===== src/rtl/spi_word_rx.sv =====
// spi_word_rx: SPI word receiver for the audio datapath.
//
// Deserialises MSB-first framed words from an asynchronous SPI port
// (spi_cs_n, spi_sclk, spi_sdin) into parallel words on clk. Completed words
// go through a 2-entry FIFO with a valid/ready read port.
//
// Parameters
//   WIDTH        bits per frame (2..32)
//   SAMPLE_RISE  1: sample sdin on sclk rising edge, 0: on falling edge
//
// Ports
//   clk        system clock (sclk must be <= clk/4)
//   rst_n      synchronous active-low reset
//   spi_cs_n   frame select, active-low, asynchronous
//   spi_sclk   serial clock, asynchronous
//   spi_sdin   serial data, MSB first
//   rd_data    word at buffer head, meaningful while rd_valid
//   rd_valid   buffer non-empty
//   rd_ready   consumer accepts head word when rd_valid && rd_ready
//   frame_err  1-cycle pulse: frame closed with a bit count other than WIDTH
//   overrun    1-cycle pulse: complete word dropped because buffer was full

module spi_word_rx #(
    parameter int WIDTH       = 16,
    parameter bit SAMPLE_RISE = 1'b1
) (
    input  logic             clk,
    input  logic             rst_n,
    input  logic             spi_cs_n,
    input  logic             spi_sclk,
    input  logic             spi_sdin,
    output logic [WIDTH-1:0] rd_data,
    output logic             rd_valid,
    input  logic             rd_ready,
    output logic             frame_err,
    output logic             overrun
);

    localparam int CNT_W = $clog2(WIDTH + 2);
    localparam logic [CNT_W-1:0] CNT_FULL = CNT_W'(WIDTH);
    localparam logic [CNT_W-1:0] CNT_SAT  = CNT_W'(WIDTH + 1);

    // ------------------------------------------------------------------
    // Input synchronisers. Bit 0 = cs_n, bit 1 = sclk, bit 2 = sdin.
    // All three lines share the same two-stage delay so sd_s lines up with
    // the sclk_s edge that samples it. cs_n resets to 0 (not idle) so a
    // frame still running when reset releases is never mistaken for a new
    // one: the FSM must first see a real high level on cs_n.
    // ------------------------------------------------------------------
    logic [2:0] line_in;
    logic [2:0] meta_q;
    logic [2:0] sync_q;
    logic [1:0] prev_q;   // previous cs_s / sclk_s for edge detection

    assign line_in = {spi_sdin, spi_sclk, spi_cs_n};

    always_ff @(posedge clk) begin
        if (!rst_n) begin
            meta_q <= '0;
            sync_q <= '0;
            prev_q <= '0;
        end else begin
            meta_q <= line_in;
            sync_q <= meta_q;
            prev_q <= sync_q[1:0];
        end
    end

    logic cs_s, sclk_s, sd_s;
    logic cs_fall, cs_rise, sclk_edge, sample;

    assign cs_s   = sync_q[0];
    assign sclk_s = sync_q[1];
    assign sd_s   = sync_q[2];

    assign cs_fall   = ~cs_s & prev_q[0];
    assign cs_rise   = cs_s & ~prev_q[0];
    assign sclk_edge = SAMPLE_RISE ? (sclk_s & ~prev_q[1]) : (~sclk_s & prev_q[1]);
    assign sample    = sclk_edge & ~cs_s;

    // ------------------------------------------------------------------
    // Frame FSM
    // ------------------------------------------------------------------
    typedef enum logic [1:0] {
        S_WAIT_IDLE = 2'd0,
        S_IDLE      = 2'd1,
        S_SHIFT     = 2'd2,
        S_COMMIT    = 2'd3
    } state_t;

    state_t             state_q, state_d;
    logic [WIDTH-1:0]   shift_q, shift_d;
    logic [CNT_W-1:0]   bit_cnt_q, bit_cnt_d;
    logic               push_req;
    logic               frame_err_d;

    always_ff @(posedge clk) begin
        if (!rst_n) begin
            state_q   <= S_WAIT_IDLE;
            shift_q   <= '0;
            bit_cnt_q <= '0;
        end else begin
            state_q   <= state_d;
            shift_q   <= shift_d;
            bit_cnt_q <= bit_cnt_d;
        end
    end

    always_comb begin
        state_d     = state_q;
        shift_d     = shift_q;
        bit_cnt_d   = bit_cnt_q;
        push_req    = 1'b0;
        frame_err_d = 1'b0;
        case (state_q)
            S_WAIT_IDLE: begin
                if (cs_s) begin
                    state_d = S_IDLE;
                end
            end
            S_IDLE: begin
                if (cs_fall) begin
                    shift_d   = '0;
                    bit_cnt_d = '0;
                    state_d   = S_SHIFT;
                end
            end
            S_SHIFT: begin
                if (cs_rise) begin
                    state_d = S_COMMIT;
                end else if (sample) begin
                    shift_d = {shift_q[WIDTH-2:0], sd_s};
                    // Saturating one past WIDTH is enough to flag long frames.
                    if (bit_cnt_q != CNT_SAT) begin
                        bit_cnt_d = bit_cnt_q + CNT_W'(1);
                    end
                end
            end
            S_COMMIT: begin
                if (bit_cnt_q == CNT_FULL) begin
                    push_req = 1'b1;
                end else begin
                    frame_err_d = 1'b1;
                end
                state_d = S_IDLE;
            end
            default: state_d = S_WAIT_IDLE;
        endcase
    end

    // ------------------------------------------------------------------
    // 2-entry output FIFO. A pop in the same cycle as a push into a full
    // buffer frees the slot, so the push is accepted.
    // ------------------------------------------------------------------
    logic [WIDTH-1:0] mem_q [2];
    logic             wr_ptr_q, rd_ptr_q;
    logic [1:0]       count_q, count_d;
    logic             pop, push_ok, overrun_d;
    logic             frame_err_q, overrun_q;

    assign pop       = (count_q != 2'd0) & rd_ready;
    assign push_ok   = push_req & ((count_q != 2'd2) | pop);
    assign overrun_d = push_req & ~push_ok;

    always_comb begin
        count_d = count_q;
        case ({push_ok, pop})
            2'b10:   count_d = count_q + 2'd1;
            2'b01:   count_d = count_q - 2'd1;
            default: count_d = count_q;
        endcase
    end

    always_ff @(posedge clk) begin
        if (!rst_n) begin
            mem_q[0]    <= '0;
            mem_q[1]    <= '0;
            wr_ptr_q    <= 1'b0;
            rd_ptr_q    <= 1'b0;
            count_q     <= 2'd0;
            frame_err_q <= 1'b0;
            overrun_q   <= 1'b0;
        end else begin
            if (push_ok) begin
                mem_q[wr_ptr_q] <= shift_q;
                wr_ptr_q        <= ~wr_ptr_q;
            end
            if (pop) begin
                rd_ptr_q <= ~rd_ptr_q;
            end
            count_q     <= count_d;
            frame_err_q <= frame_err_d;
            overrun_q   <= overrun_d;
        end
    end

    assign rd_data   = mem_q[rd_ptr_q];
    assign rd_valid  = (count_q != 2'd0);
    assign frame_err = frame_err_q;
    assign overrun   = overrun_q;

endmodule


===== config.mk =====
export PLATFORM = sky130hd
export DESIGN_NAME = spi_word_rx
export DESIGN_NICKNAME = d
export VERILOG_FILES = /design/src/rtl/spi_word_rx.sv
export SDC_FILE = /design/constraint.sdc
export NUM_CORES = 1
export LEC_CHECK = 0
export ABC_AREA = 1
export CORE_MARGIN = 8
export CORE_UTILIZATION = 55
export DETAILED_ROUTE_END_ITERATION = 12
export GPL_TIMING_DRIVEN = 0
export PLACE_DENSITY_LB_ADDON = 0.3
export SKIP_LAST_GASP = 1
export SYNTH_ARGS = -nofsm -noshare
export SYNTH_HDL_FRONTEND = slang
export SYNTH_SLANG_ARGS = --single-unit

===== constraint.sdc =====
create_clock -name clk -period 2.3 [get_ports clk]
set_clock_uncertainty 0.2 [all_clocks]
set_input_delay 0.345 -clock clk [delete_from_list [all_inputs] [get_ports clk]]
set_output_delay 0.345 -clock clk [all_outputs]
set_load 0.01 [all_outputs]

==> metrics.txt <==
Setup Crit Path Kind=reg -> out; CTS hold repair buffers=0; setup tns final=0 ns; asr flop ratio synth=0; Mapped Cells=around 340; Clock Sink Count=70; CP cell instances=buf_8 -> mux2_2 -> clkdlybuf4s50_1; Hold WC Path Type=reg -> reg; top post-synthesis cells by area=edfxtp_1, dfxtp_1, nand2_1; Ports=25; Crit path buffers/inverters=2; post-synthesis sequential area ratio=0.5646; largest net degree at the start of global routing=17; root buffer cell=clkbuf_8; die height=90.46 um; Syn-to-layout area delta=17.85%; CTS H-tree depth=3; register bit total from synthesis=70; Overflow after GRT=0; Slew Viols, Final=0; crit-path max FO=10; number of synthesized flops with an enable pin=32; Cell Pwr Density=about 950 mW/mm^2; Total Wirelength=5.456 mm; VDD IR max=0.5475 mV; Reg clk slew, reported paths=0.07 ns; layout cells sized above 1=0.1459; Initial DRC Count=113; status=completed; Worst EP required=1.75 ns; vias per cell=between 4 and 5; RSZ-0062 raised after global routing=no; placed cells=between 400 and 500; Primary FF master, synth=dfxtp_1; core box area=0.005439 sq mm; CP peak stage delay=~0.48 ns; fin cells=449; All-Layer GR Usage=0.1419; initial antenna violation count=0; critical path arrival=1.70 ns; cell accounting for the most synthesized area=edfxtp_1; Startpoint Class=flop; Port Buffers=23; Clock Tree Buf Depth=2; Yosys top cell area share=0.3151; Netlist cell types=21; Syn Area/Cell=9.048 sq um; dpl hpwl=3.788 mm; drt drc=0; syn nets=approximately 350; vias in the first global route=2085; Worst Tran Pin Value=0.4674 ns; initial core utilization=0.5606; Die Span X=about 90 um; Total Nets Final=387; num rows=27; via count=2145; Post-Syn Area=0.003049 sq mm; Antenna diodes=0; most numerous cell in the Yosys netlist=nand2_1; die area=0.008182 sq mm; Leak=1.533 nW; clock tree from TritonCTS=yes; gpl congestion=0.8191; min Tclk post-route=approximately 2.2 ns; clk_lat worst skew=0.34 ns; Detailed Routing Iterations Pass 1=6; R2R Setup Slk=between 0.2 and 0.25 ns; setup violators final=0; max cap viols=0; Yosys warnings=0; top post-synthesis cells by count=nand2_1, nor2_1, inv_1; Peak Freq=446.0 MHz; Antenna Nets Post-Route=0; Slowest cell on crit path=clkdlybuf4s50_1; Avg WL per Cell=about 12 um; first-pass GRT wire length=9.266 mm; final period utilization=0.9749; Rel. slew slack=0.6884; Worst setup EP type=output pin; Largest delay share family, worst path=buffers and inverters; CTS Buf Count=9; Final Hold Viols=0
==> layer usage <==
metal | share of wire | up-vias | GRT usage
met2 | 0.51 | 34 | 0.2460
met1 | 0.43 | 976 | 0.1513
li1 | - | 1125 | -
met3 | 0.036 | 10 | 0.04239
met5 | 0 | - | 0
met4 | 0.020 | 0 | 0.07767
==> layout by cell type (no fill, tap or decap), drive strengths merged <==
master          n
buf             9
ha              9
xor2            1
a21oi          20
clkinv          3
nand4           2
clkbuf         17
nand2          76
dfxtp          38
dlymetal6s2s    1
inv            43
nor2           69
o21ai           7
nor3            1
clkinvlp        1
nand3           9
edfxtp         32
mux2           16
bufinv          1
clkdlybuf4s50  22
==> path summary, 6_finish.rpt <==
check	from	to	depth (start not counted)
min	meta_q[1]	sync_q[1]	2
max reg2reg	bit_cnt_q[0]	mem_q[1][14]	7
min reg2reg	meta_q[1]	sync_q[1]	2
max	flop	rd_data[4]	3
==> worst register-to-register path, delay by kind of cell, from the launching register on <==
family | cells | cell delay, ns
adders and majority gates | 1 | 0.17
buffers and inverters | 2 | 0.37
DFF | 1 | 0.34
and+or+nand+nor | 4 | 0.70
==> area by class of cell <==
cell class,instances,area [sq um]
sequential,70,1725
buffer,13,73.82
multi-input combinational,210,1114
tap,72,90.09
fill,434,1846
clock inverter,5,50.05
timing repair buffer,25,247.7
inverter,43,161.4
clock buffer,11,131.4
==> logic make-up after synthesis <==
group	after synthesis	synth area share
xor gates and xnor gates	1	0.002873
DFF	70	0.5646
muxes	16	0.05909
AOI/OAI and AO/OA	27	0.04432
and+or+nand+nor	157	0.2171
adders and majority gates	9	0.03693
buffers and inverters	57	0.07509
==> through the flow <==
stage	power (W)	area (sq um)	setup slack [ns]	hold slack (ns)	util
finish	0.003398	3593	0.05780	0.2232	0.6607
global route	0.003640	3593	0.001878	0.2502	0.6607
CTS	0.003412	3581	0.007821	0.2240	0.6584
detailed placement	0.002489	3369	-0.4882	0.2051	0.6195
global placement	0.002453	3369	-0.4708	0.1953	0.6195
floorplan	0.002272	3049	0.1748	0.1905	-
==> power by group <==
part	switching (W)	total, W	leakage, nW	internal (W)
combinational	0.000568	0.000878	0.803	0.000309
sequential	0.000113	0.00159	0.642	0.00148
clock	0.000438	0.000930	0.0884	0.000492
total	0.00112	0.00340	1.53	0.00228
==> sequential cells by signal, indices dropped and copies added (netlist names), named ones only <==
signal,count
frame_err,1
bit_cnt_q,5
mem_q,32
state_q,2
prev_q,2
sync_q,3
count_q,2
meta_q,3
overrun,1
shift_q,16
rd_ptr_q,1
wr_ptr_q,1
==> repair_timing <==
item,in CTS,in global routing
pin swaps,0,0
gates resized for setup,7,3
cloned,0,0
buffers inserted,2,0
setup endpoints to repair,48,33
No activity file was read; power rests on OpenSTA's default activity.
